==> src/rtl/receive_controller.sv <==
// Byte-serial link receiver: synchronises the async data clock, data and sync
// lines, deframes MSB-first bytes and queues them in a show-ahead FIFO.
module receive_controller #(
  parameter int SyncStages   = 2,
  parameter int FIFODepthLog = 4,
  parameter int ByteCntWidth = 16
) (
  input  logic                    clk,
  input  logic                    n_reset,
  input  logic                    dataClkIn,
  input  logic                    dataIn,
  input  logic                    syncIn,
  output logic [7:0]              rx_byte,
  output logic                    rx_valid,
  input  logic                    rx_ready,
  output logic                    frameErr,
  output logic                    overflow,
  output logic [ByteCntWidth-1:0] byteCnt
);

  localparam int Depth = 1 << FIFODepthLog;
  localparam int PtrW  = FIFODepthLog + 1;

  typedef enum logic {HUNT, SHIFT} state_t;

  logic [SyncStages-1:0] clk_sync, data_sync, sync_sync;
  logic                  clk_prev;
  logic                  clk_s, data_s, sync_s, dclk_edge;

  state_t     state;
  logic [2:0] bit_cnt;
  logic [6:0] shreg;
  logic       push;
  logic [7:0] push_byte;

  logic [7:0]      mem [Depth];
  logic [PtrW-1:0] wr_ptr, rd_ptr, wr_next, rd_next;
  logic            full, pop, wr_en;

  // All three lines go through identical depth so data/sync stay aligned with the clock edge.
  always_ff @(posedge clk or negedge n_reset) begin
    if (!n_reset) begin
      clk_sync  <= '0;
      data_sync <= '0;
      sync_sync <= '0;
      clk_prev  <= 1'b0;
    end else begin
      clk_sync  <= {clk_sync[SyncStages-2:0], dataClkIn};
      data_sync <= {data_sync[SyncStages-2:0], dataIn};
      sync_sync <= {sync_sync[SyncStages-2:0], syncIn};
      clk_prev  <= clk_s;
    end
  end

  assign clk_s     = clk_sync[SyncStages-1];
  assign data_s    = data_sync[SyncStages-1];
  assign sync_s    = sync_sync[SyncStages-1];
  assign dclk_edge = clk_s & ~clk_prev;

  assign push      = dclk_edge && (state == SHIFT) && !sync_s && (bit_cnt == 3'd7);
  assign push_byte = {shreg, data_s};

  always_ff @(posedge clk or negedge n_reset) begin
    if (!n_reset) begin
      state    <= HUNT;
      bit_cnt  <= '0;
      shreg    <= '0;
      frameErr <= 1'b0;
    end else begin
      frameErr <= 1'b0;
      if (dclk_edge) begin
        case (state)
          HUNT: begin
            if (sync_s) begin
              shreg   <= {6'b0, data_s};
              bit_cnt <= 3'd1;
              state   <= SHIFT;
            end
          end
          SHIFT: begin
            if (sync_s) begin
              frameErr <= 1'b1;
              shreg    <= {6'b0, data_s};
              bit_cnt  <= 3'd1;
            end else if (bit_cnt == 3'd7) begin
              bit_cnt <= '0;
              state   <= HUNT;
            end else begin
              shreg   <= {shreg[5:0], data_s};
              bit_cnt <= bit_cnt + 3'd1;
            end
          end
          default: state <= HUNT;
        endcase
      end
    end
  end

  // rx_valid is the registered non-empty flag, so it doubles as the pop qualifier.
  assign full  = (wr_ptr[PtrW-1] != rd_ptr[PtrW-1]) &&
                 (wr_ptr[PtrW-2:0] == rd_ptr[PtrW-2:0]);
  assign pop   = rx_valid & rx_ready;
  assign wr_en = push & (~full | pop);

  always_comb begin
    wr_next = wr_ptr + PtrW'(wr_en);
    rd_next = rd_ptr + PtrW'(pop);
  end

  always_ff @(posedge clk) begin
    if (wr_en) mem[wr_ptr[PtrW-2:0]] <= push_byte;
  end

  // Head register is loaded from the incoming byte when it lands at the next read slot.
  always_ff @(posedge clk or negedge n_reset) begin
    if (!n_reset) begin
      wr_ptr   <= '0;
      rd_ptr   <= '0;
      rx_valid <= 1'b0;
      rx_byte  <= '0;
      overflow <= 1'b0;
      byteCnt  <= '0;
    end else begin
      wr_ptr   <= wr_next;
      rd_ptr   <= rd_next;
      rx_valid <= (wr_next != rd_next);
      if (wr_next != rd_next) begin
        if (wr_en && (wr_ptr[PtrW-2:0] == rd_next[PtrW-2:0]))
          rx_byte <= push_byte;
        else
          rx_byte <= mem[rd_next[PtrW-2:0]];
      end
      if (push && !wr_en) overflow <= 1'b1;
      if (wr_en) byteCnt <= byteCnt + ByteCntWidth'(1);
    end
  end

endmodule
==> config.mk <==
export PLATFORM = sky130hd
export DESIGN_NAME = receive_controller
export DESIGN_NICKNAME = d
export VERILOG_FILES = /design/src/rtl/receive_controller.sv
export SDC_FILE = /design/constraint.sdc
export NUM_CORES = 1
export LEC_CHECK = 0
export ABC_CLOCK_PERIOD_IN_PS = 4400
export BUFFER_PORTS_ARGS = -buffer_cell sky130_fd_sc_hd__buf_2
export CAP_MARGIN = 20
export CORE_ASPECT_RATIO = 1.4
export CORE_UTILIZATION = 40
export CTS_BUF_LIST = sky130_fd_sc_hd__clkbuf_4
export DETAILED_ROUTE_END_ITERATION = 12
export SLEW_MARGIN = 20
export SYNTH_ARGS = -nofsm -noshare
export SYNTH_HDL_FRONTEND = slang
export SYNTH_SLANG_ARGS = --single-unit
==> constraint.sdc <==
create_clock -name clk -period 4.4 [get_ports clk]
set_clock_uncertainty 0.05 [all_clocks]
set_input_delay 0.22 -clock clk [delete_from_list [all_inputs] [get_ports clk]]
set_output_delay 0.22 -clock clk [all_outputs]
set_load 0.02 [all_outputs]
Yosys cells after proc, flatten, opt, wreduce, memory -nomap -nowiden. Memories as Yosys holds them, arrays and structs flattened. A register that Yosys moved wholly into a read port is not among the register bits. Index checks and enable logic that the tools add are counted.

$add $sub $neg: 4. Eq/ne operators: 6. Multiplexer cells: 16. Bitwise logic cells: 7. Reductions and logical operators: 10.

Operators by type and width (count): 7-bit 2-to-1 mux (3); 16-bit by 1-bit adder with 16-bit output, second input constant (1); 7-bit case mux with 2 select lines (1); 5-bit by 1-bit adder with 5-bit output (2); 3-bit 2-to-1 mux (3); 1-bit 2-to-1 mux (7); 3-bit case mux with 2 select lines (1); 1-bit logical AND (5); 5-bit != test (1); 4-bit == test (1); 3-bit by 1-bit adder with 3-bit output, second input constant (1); 1-bit AND (3); 3-bit == test, second input constant (1); 1-bit logical NOT (3); 3-bit != test, second input constant (1); 1-bit NOT (3); 3-bit AND reduction (1); 2-bit != test, second input constant (1); 1-bit case mux with 2 select lines (1); 2-bit AND reduction (1); 1-bit != test (1); 1-bit OR (1).

Register bits after elaboration: 47. Bits in writable memories: 128. Output and inout bits: 27. Memories: 1.

Memory list: mem (words 16, bits a word 8, read ports 1, clocked after memory_dff 1, write ports 1, RTL line 36) `logic [7:0] mem [Depth];`.

Logic depth before layout (Yosys ltp).
Word-level depth: 8. Gate-level depth with buffers: 15.

Least setup slack after synthesis. OpenSTA, ideal clock, no wires.

Path type: register to register. Start: register wr_ptr[3]. End: register rx_byte[6] (read register of mem). Library setup time: 130 ps. Arrival: 3231 ps. Required time: 4220 ps. Setup slack: 989 ps. Stages on the path, launching flop included: 16. Cell sequence: dfrtp_1 > buf_6 > xor2_1 > or4_4 > o21a_4 > clkbuf_1 > ha_1 > ha_1 > xor2_1 > xnor2_1 > nand3_1 > or3_1 > clkbuf_1 > buf_2 > nor2_1 > a31oi_1.

Word-level cells in the longest chain between the ends: 7.

Ends and longest elaborated chain: start: declaration (RTL line 37) `logic [PtrW-1:0] wr_ptr, rd_ptr, wr_next, rd_next;`; start signal: assignment (RTL line 124) `wr_ptr <= wr_next;`; 4-bit == test (RTL line 101) `(wr_ptr[PtrW-2:0] == rd_ptr[PtrW-2:0]);`; 1-bit logical AND (RTL line 100) `assign full = (wr_ptr[PtrW-1] != rd_ptr[PtrW-1]) &&`; 1-bit NOT (RTL line 103) `assign wr_en = push & (~full | pop);`; 1-bit OR (RTL line 103); 1-bit AND (RTL line 103); net wr_en (RTL line 38) `logic full, pop, wr_en;`; 5-bit by 1-bit adder with 5-bit output (RTL line 106) `wr_next = wr_ptr + PtrW'(wr_en);`; net wr_next[2] (RTL line 37); 5-bit != test (RTL line 127) `if (wr_next != rd_next) begin`; end: declaration (RTL line 13) `output logic [7:0] rx_byte,`.

The timed path passes the listed nets, and every way through them passes these cells. A chain may end at the register's enable or synchronous reset.

Worst setup path in the final report.
Start: register wr_ptr[3]. End: register rx_byte[6] (read register of mem).

Word-level cells in the longest chain between the ends: 7.

Ends and longest elaborated chain (RTL line): 4-bit == test (101); 1-bit logical AND (100); 1-bit NOT (103); 1-bit OR (103); 1-bit AND (103); 5-bit by 1-bit adder with 5-bit output (106); net wr_next[2] (37); 5-bit != test (127).

The timed path passes the listed nets, and every way through them passes these cells.

==> results.cfg <==
[yosys]
yosysTopAreaCell = edfxtp_1
yosysMostFrequentCell = edfxtp_1
syn_nets = 452
synth_cell_types = 33
ys_seq_area_share_pct = 71.4
syn_inst = 439
ys_async_sr_fraction_pct = 30.1
synth_area_per_cell_sq_um = 16.7
mappedNetlistArea_sq_um = 7320
synth_area_leaders = edfxtp_1, dfrtp_1, mux4_2
ys_ff_latch = 183
synth_top_area_share_pct = 52.5
yosysWarningCount = 0
synth_edf_count = 128
synth_commonest_cells = edfxtp_1, dfrtp_1, mux4_2, nand2_1, nor2_1
synthFlopType = edfxtp_1

[layout]
multi_input_area_sq_um = 1960
nNetsFinal = 503
nFillCells = 1575
drive_gt1_share_pct = 23.5
syn_to_final_growth_pct = 11.9
area.sequential_sq_um = 5220

[floorplanning]
dieArea_sq_um = 18800
coreArea_sq_um = 17900
die_w_um = 116
fp.dieH_um = 162
start_util_pct = 40.8
rows = 58
ioPinCount = 33

[placed_design]
place_ws_ns = 0.925
place_congestion = 0.814
portBuffers = 32
dpl.hpwl_mm = 9.23

[route]
viasPerCell = 5.15
post_drt_wl_per_cell_um = 19.1
first_pass_iters = 5
drt_iter0_drc = 221
final_antenna_net_count = 0
wirelength_mm = 14.2
vias = 3828
drc_errors = 0

[timing]
tightestPinTransition_ns = 0.839
max_clock_freq_mhz = 286
slew_headroom_pct = 43.9
postLayoutSetupSlackWorst_ns = 0.898
final_min_period_over_clock_period_pct = 79.6
period_minus_slack_ns = 3.50
setup_violations = 0
rsz0062_at_grt = no
hold_viol_final = 0
slew_violations = 0
fin_setup_tns_ns = 0

[global_route]
grt_start_max_net_pins = 56
globalRouteOverflowTotal = 0
gr-usage-all-layers_pct = 16.4
antenna_found_initial = 1
grt_pass1_wl_mm = 22.3
first_global_vias = 3966

[clocking]
postCtsSetupBuffers = 0
cts_hold_buf = 4
cts_tree = yes
clockBufferDepth = 2
cts_num_sinks = 183
path_clk_slew_ns = 0.17
ctsResizeCount = 0
cts_buffers = 17
clk_latency_ns = 0.53
cts_max_level = 4
cts-root-buf = clkbuf_4

[critical_path]
arrival_ns = 3.85
worstSetupPathType = flip-flop to flip-flop
critPathTopFamily = simple AND/OR/NAND/NOR gates
crit_fanout = 17
crit_path_end_kind = flip-flop
path_cells = xor2_1, or4_4, o21a_4, ha_1, ha_1, xor2_1, xnor2_1, nand3_1, or3_1, nor2_1, a31oi_1
required_ns = 4.75
cpPeakStageDelay_ns = 0.60
critPathLaunchType = flip-flop
critPathBufInv = 0
critPathSlowestCell = or3_1

[job]
maxCapViolCount = 0

[hold_path]
hold_class = input port to flip-flop

[power]
power_leakage_nw = 3.02
peakVddDrop_uv = 277
power_density_nw_per_um2 = 570

[outcome]
status = finished clean
-- flip-flops by register name, summed over array words and instances, names as in the netlist, 3 cells and up --
| name | count |
|---|---|
| bit_cnt | 3 |
| byteCnt | 16 |
| mem | 128 |
| rd_ptr | 5 |
| rx_byte | 8 |
| shreg | 7 |
| wr_ptr | 5 |
-- report_power, final --
group	switching (W)	leakage, nW	internal [W]
registers	0.000109	1.87	0.00196
clock network	0.000624	0.177	0.000375
logic	0.000859	0.968	0.000738
total	0.00159	3.02	0.00307
-- path summary, 6_finish.rpt --
| kind | slack (ns) | startpoint | depth (start not counted) | end |
|---|---|---|---|---|
| max in group asynchronous | 3.54 | n_reset | 3 | overflow |
| min reg2reg | 0.32 | sync_sync[0] | 0 | sync_sync[1] |
| max reg2reg | 0.90 | wr_ptr[3] | 11 | rx_byte[6] |
| min in group asynchronous | 0.27 | n_reset | 3 | byteCnt[13] |
| min | 0.17 | rx_ready | 4 | rd_ptr[1] |
| max | 0.90 | wr_ptr[3] | 11 | rx_byte[6] |
-- cell usage in the layout (no fill, tap or decap), types with 4 or more instances in the layout --
| cell | Yosys | layout |
|---|---|---|
| clkbuf_4 | 0 | 17 |
| nand2_1 | 32 | 32 |
| nor2_1 | 28 | 28 |
| dlygate4sd3_1 | 0 | 4 |
| buf_4 | 0 | 15 |
| ha_1 | 7 | 6 |
| nor4_1 | 4 | 4 |
| o21ai_0 | 8 | 8 |
| inv_8 | 0 | 4 |
| buf_2 | 5 | 32 |
| a31oi_1 | 10 | 10 |
| a22oi_1 | 16 | 16 |
| inv_1 | 9 | 9 |
| nor3_1 | 11 | 11 |
| dfrtp_1 | 55 | 55 |
| edfxtp_1 | 128 | 128 |
| nand3_1 | 9 | 9 |
| xnor2_1 | 18 | 18 |
| mux4_2 | 32 | 32 |
| a21o_1 | 9 | 9 |
| xor2_1 | 17 | 17 |
-- layout make-up --
type / instances / share of cell area [%]
Antenna cell: 1 / 0.0306
Inverter: 9 / 0.413
Multi-Input combinational cell: 227 / 24.0
Sequential cell: 183 / 63.8
Clock buffer: 17 / 1.56
Tap cell: 240 / 3.67
Clock inverter: 15 / 2.52
Timing Repair Buffer: 52 / 4.07
-- layer usage --
layer	GRT usage (%)	vias to the layer above	part of all wire, %
met5	0	-	0
met4	5.71	0	2.0
met3	3.17	14	4.4
met2	27.3	91	51
met1	21.3	1940	43
li1	-	1783	-
-- logic make-up (layout without fill, tap and decap cells) --
| kind of cell | after synthesis | in the layout | synth area share (%) |
|---|---|---|---|
| buf+inv | 29 | 93 | 1.88 |
| xor+xnor | 35 | 35 | 4.19 |
| mux | 34 | 34 | 10.2 |
| fa+ha+maj | 7 | 7 | 1.20 |
| other cells | 0 | 1 | 0 |
| compound gates | 47 | 47 | 4.46 |
| simple gates | 104 | 104 | 6.76 |
| flops | 183 | 183 | 71.4 |
-- per-stage QoR --
stage	utilization [%]	cell area [sq um]	std cells	hold slack (ns)	total power, W
floorplan	-	7320	439	-0.126	0.00324
global placement	43.6	7810	707	0.277	0.00369
detailed placement	43.6	7810	707	0.280	0.00372
CTS	45.6	8180	743	0.131	0.00473
global route	45.7	8180	744	0.141	0.00490
finish	45.7	8180	744	0.173	0.00466
-- worst reg2reg max path: cells and delay by family (launching register included) --
family          cells  cell delay [ns]
xor+xnor            3             0.58
flops               1             0.52
fa+ha+maj           2             0.43
simple gates        4             1.44
compound gates      2             0.36
Note: power is estimated with default switching activity, not from simulation.
